===== src/rtl/power_manager.sv =====
// power_manager: saturating battery integrator, hysteretic power-grant FSM and brownout latch.
module power_manager #(
  parameter int W           = 12,
  parameter int CAP_MAX     = 4095,
  parameter int INIT_CHARGE = 1024,
  parameter int DRAIN_AIR   = 2,
  parameter int DRAIN_THR   = 10,
  parameter int LOW_TH      = 512,
  parameter int CRIT_TH     = 128,
  parameter int HYST        = 64,
  parameter int CRIT_LIMIT  = 16
) (
  input  logic         clk,
  input  logic         rst,
  input  logic [7:0]   sun_power,
  input  logic         charge_en,
  input  logic         air_req,
  input  logic         thr_req,
  output logic         air_en,
  output logic         thr_en,
  output logic [W-1:0] charge,
  output logic [1:0]   state,
  output logic         alert,
  output logic         shutdown
);
  localparam int S = W + 2;
  localparam logic [1:0] OFF = 2'b00, NORM = 2'b01, LOW = 2'b10, CRIT = 2'b11;
  localparam logic [W-1:0] LOW_DN = W'(LOW_TH);
  localparam logic [W-1:0] LOW_UP = W'(LOW_TH + HYST);
  localparam logic [W-1:0] CRIT_DN = W'(CRIT_TH);
  localparam logic [W-1:0] CRIT_UP = W'(CRIT_TH + HYST);
  localparam logic [W-1:0] AIR_W = W'(DRAIN_AIR);
  localparam logic [W-1:0] CAP_W = W'(CAP_MAX);
  localparam logic [S-1:0] AIR_S = S'(DRAIN_AIR);
  localparam logic [S-1:0] THR_S = S'(DRAIN_THR);
  localparam logic signed [S-1:0] CAP_S = S'(CAP_MAX);
  localparam logic [4:0] LIMIT = 5'(CRIT_LIMIT);
  logic [1:0]          state_next;
  logic [W-1:0]        charge_next;
  logic signed [S-1:0] sum;
  logic [4:0]          cnt, cnt_next;
  always_ff @(posedge clk or posedge rst)
    if (rst) begin
      state    <= OFF;
      charge   <= W'(INIT_CHARGE);
      cnt      <= '0;
      shutdown <= 1'b0;
    end else begin
      state    <= state_next;
      charge   <= charge_next;
      cnt      <= cnt_next;
      shutdown <= shutdown | (cnt_next == LIMIT);
    end
  always_comb begin
    state_next = state;
    case (state)
      OFF:  state_next = charge >= LOW_UP ? NORM : charge >= CRIT_DN ? LOW : CRIT;
      NORM: state_next = charge < CRIT_DN ? CRIT : charge < LOW_DN ? LOW : NORM;
      LOW:  state_next = charge < CRIT_DN ? CRIT : charge >= LOW_UP ? NORM : LOW;
      CRIT: state_next = charge >= CRIT_UP ? LOW : CRIT;
    endcase
  end
  always_comb begin
    sum = S'(charge) + S'(charge_en ? sun_power : 8'd0) - (air_en ? AIR_S : '0) - (thr_en ? THR_S : '0);
    charge_next = sum[S-1] ? '0 : sum > CAP_S ? CAP_W : sum[W-1:0];
    cnt_next = state != CRIT ? '0 : cnt == LIMIT ? cnt : cnt + 5'd1;
  end
  always_comb begin
    air_en = !shutdown && air_req && (state == NORM || state == LOW || (state == CRIT && charge >= AIR_W));
    thr_en = !shutdown && thr_req && state == NORM;
    alert  = state == CRIT;
  end
`ifdef POWER_MANAGER_LOG_EN
  always @(posedge clk)
    if (!rst) begin
      if (state_next != state)
        $display("power %b %b %d", state, state_next, charge);
      if (!shutdown && cnt_next == LIMIT)
        $display("power shutdown");
    end
`endif
endmodule


===== config.mk =====
export PLATFORM = sky130hd
export DESIGN_NAME = power_manager
export DESIGN_NICKNAME = d
export VERILOG_FILES = /design/src/rtl/power_manager.sv
export SDC_FILE = /design/constraint.sdc
export NUM_CORES = 1
export LEC_CHECK = 0
export ABC_CLOCK_PERIOD_IN_PS = 10160
export BUFFER_PORTS_ARGS = -buffer_cell sky130_fd_sc_hd__buf_2
export CAP_MARGIN = 5
export CORE_ASPECT_RATIO = 1.4
export CORE_MARGIN = 2
export CORE_UTILIZATION = 55
export CTS_CLUSTER_DIAMETER = 60
export DETAILED_ROUTE_END_ITERATION = 16
export HOLD_SLACK_MARGIN = 0.06
export PLACE_DENSITY = 0.78
export SLEW_MARGIN = 15
export SYNTH_ARGS = -nofsm -noshare
export SYNTH_HDL_FRONTEND = slang
export SYNTH_SLANG_ARGS = --single-unit

===== constraint.sdc =====
create_clock -name clk -period 10.16 [get_ports clk]
set_input_delay 1.524 -clock clk [delete_from_list [all_inputs] [get_ports clk]]
set_output_delay 1.524 -clock clk [all_outputs]
set_load 0.01 [all_outputs]

==> run summary <==
kind of critical path = reg2reg
Critical Path End Type = flop
hold worst-path end = shutdown$_DFF_PP0_
EDFF count, synth = 0
Avg Cell Area, Syn = 8.69 µm²
largest cells by area after synthesis = dfrtp_1, ha_1, inv_1
Yosys top cell area share = 0.243
Mapped Cells = 225
ANT nets after route = 0
final wirelength = 4000 µm
HP Start = shutdown$_DFF_PP0_
Final Hold Violating Endpoints = 0
CTS tree = yes
met3 WL post-DR = 130 µm
Die Height = 74.5 µm
Vias per Instance = 5.35
H-tree levels = 1
Syn Std Cell Area = 1950 µm²
die width = 54.4 µm
area occupied by multi-input gates = 1290 µm²
ys async rst share = 1.00
Final HPWL DP = 3250 µm
post-synth net total = 274
clock skew = 0.0116 ns
first-pass GRT wire length = 6420 µm
FP Rows = 25
Worst Max-Slew Pin Slew = 0.757 ns
vias in the first global route = 1526
top-level I/O count = 31
CTS Buffer Depth = 2
post-CTS sizing = 0
worst hold margin = 0.516 ns
DRT met1 WL = 1610 µm
Post-CTS Setup Bufs = 0
Distinct cells, synth = 43
CTS root buf = clkbuf_8
worst hold stages = 2
1st-pass router iterations = 4
Crit path required time = 10.27 ns
largest net degree at the start of global routing = 21
Hold-fix buffers, CTS = 0
Max Used Layer = met4
Reg-to-Reg Start = charge[9]$_DFF_PP0_
Core Region = 3380 µm²
FF+latch count, synth = 20
clk sink count = 20
R2R setup slack = 5.29 ns
Critical Path AT = 4.98 ns
Total GRT Usage = 0.216
Reg-to-Reg End = charge[2]$_DFF_PP0_
MaxCap Viol Count = 0
post-synthesis sequential area ratio = 0.257
max-slew violations = 0
CP Launch Type = flop
RSZ-0062 raised after global routing = no
initial antenna violation count = 0
fillers = 299
DR DRC count = 0
Tcrit/Tclk final = 0.480
Slew HR = 0.495
Min-Delay Path Class = reg2reg
most frequently used flop master after synthesis = dfrtp_1
DR WL met2 = 2210 µm
DR iter-0 viols = 26
initial core utilization = 0.579
endpoints failing setup = 0
via count = 1578
crit-path max FO = 12
CTS buffer count = 3
Reg2Reg Depth = 17
DR WL/cell = 13.6 µm
worst skew pair latency = 0.27 ns
Layout area overhead = 11.7%
Inserted Diodes = 0
register area = 502 µm²
Sum Neg Setup Slack = 0 ns
GP Congestion = 0.865
clk slew on worst S/H paths = 0.08 ns
die area = 4050 µm²
f_max = 205 MHz
grt ovf = 0
Ys Warns = 0
Final #Nets = 305
Synth area leader = dfrtp_1
fraction of layout cells with a size suffix above 1 = 0.165
minimum clock period = 4.87 ns
Port Buffers = 30
outcome = completed
-- critical path, stage by stage (launching register included) --
cell and delay [ns]:
dfrtp_1 0.44, inv_1 0.14, ha_1 0.16, or4b_1 0.46, nor4_1 0.21, a21oi_1 0.07
o21ai_1 0.13, a21oi_1 0.11, nor3b_1 0.26, ha_1 0.27, ha_1 0.35, fa_1 0.46
nand2b_1 0.18, a21oi_1 0.19, o211ai_1 0.20, o311a_1 0.34, nor3_2 0.61, a21oi_1 0.15
-- flip-flops by register name, indices dropped and copies added, names as in the netlist --
name and cells:
charge 12, cnt 5, shutdown 1, state 2
-- logic make-up after synthesis --
family | synth area share
and+or+nand+nor | 0.170
AOI/OAI and AO/OA | 0.179
buffers and inverters | 0.0845
xor gates and xnor gates | 0.0538
muxes | 0.0102
adders and majority gates | 0.246
DFF | 0.257
-- cells in the mapped netlist, types with 2 or more instances --
cell / number
nor2b_1: 7
inv_1: 37
nor3_1: 4
a211oi_1: 2
nand2b_1: 6
and2_1: 3
ha_1: 32
nor2_1: 11
a21boi_0: 2
a21oi_1: 24
o21ai_0: 6
mux2i_1: 2
clkbuf_1: 2
xor2_1: 9
nor4_1: 3
o211ai_1: 4
nand3_1: 4
nor3b_1: 2
o21bai_1: 2
dfrtp_1: 19
and3_1: 2
xnor2_1: 3
fa_1: 4
nand2_1: 16
-- stage by stage --
stage	setup WS (ns)	std cells	instance area, µm²	util
finish	5.29	295	2180	0.646
global route	4.94	295	2180	0.646
CTS	5.25	295	2180	0.646
global placement	5.40	291	2130	0.630
floorplan	5.73	225	1950	-
detailed placement	5.30	291	2130	0.630
-- layout by cell type (no fill, tap or decap), types with 2 or more instances in the layout --
cell / count
nand2b_1: 6
a211oi_1: 2
fa_1: 4
nor4_1: 3
nor3_1: 4
dfrtp_1: 19
buf_2: 30
nand2_1: 16
o211ai_1: 4
inv_1: 37
a21oi_1: 24
o21ai_0: 6
xnor2_1: 3
xor2_1: 9
ha_1: 32
nor3b_1: 2
o21bai_1: 2
and3_1: 2
clkbuf_8: 4
and2_1: 3
nand3_1: 4
a21boi_0: 2
nor2b_1: 7
mux2i_1: 2
nor2_1: 11
-- how the worst max path moves through the flow --
stage          slack [ns]                    to                start
6_report             5.29   charge[2]$_DFF_PP0_  charge[9]$_DFF_PP0_
2_1_floorplan        5.73  charge[11]$_DFF_PP0_  charge[9]$_DFF_PP0_
5_1_grt              4.94   charge[6]$_DFF_PP0_  charge[9]$_DFF_PP0_
3_5_place_dp         5.30   charge[2]$_DFF_PP0_  charge[9]$_DFF_PP0_
3_3_place_gp         5.40   charge[0]$_DFF_PP0_  charge[9]$_DFF_PP0_
4_1_cts              5.25   charge[2]$_DFF_PP0_  charge[9]$_DFF_PP0_
-- per-layer routing --
| layer | global-route usage | vias up |
|---|---|---|
| met4 | 0.0750 | 0 |
| met5 | 0 | - |
| met2 | 0.410 | 34 |
| li1 | - | 815 |
| met3 | 0.0181 | 6 |
| met1 | 0.241 | 723 |
-- final cells by class --
| cell class | instances | share of cell area |
|---|---|---|
| Tap cell | 40 | 0.0229 |
| Inverter | 37 | 0.0636 |
| Timing Repair Buffer | 30 | 0.0688 |
| Multi-Input combinational cell | 164 | 0.590 |
| Sequential cell | 20 | 0.230 |
| Clock buffer | 4 | 0.0252 |
Power is left out: the tool's default activity adds up to more than one toggle a clock period on the data nets, which glitch-free logic cannot reach.
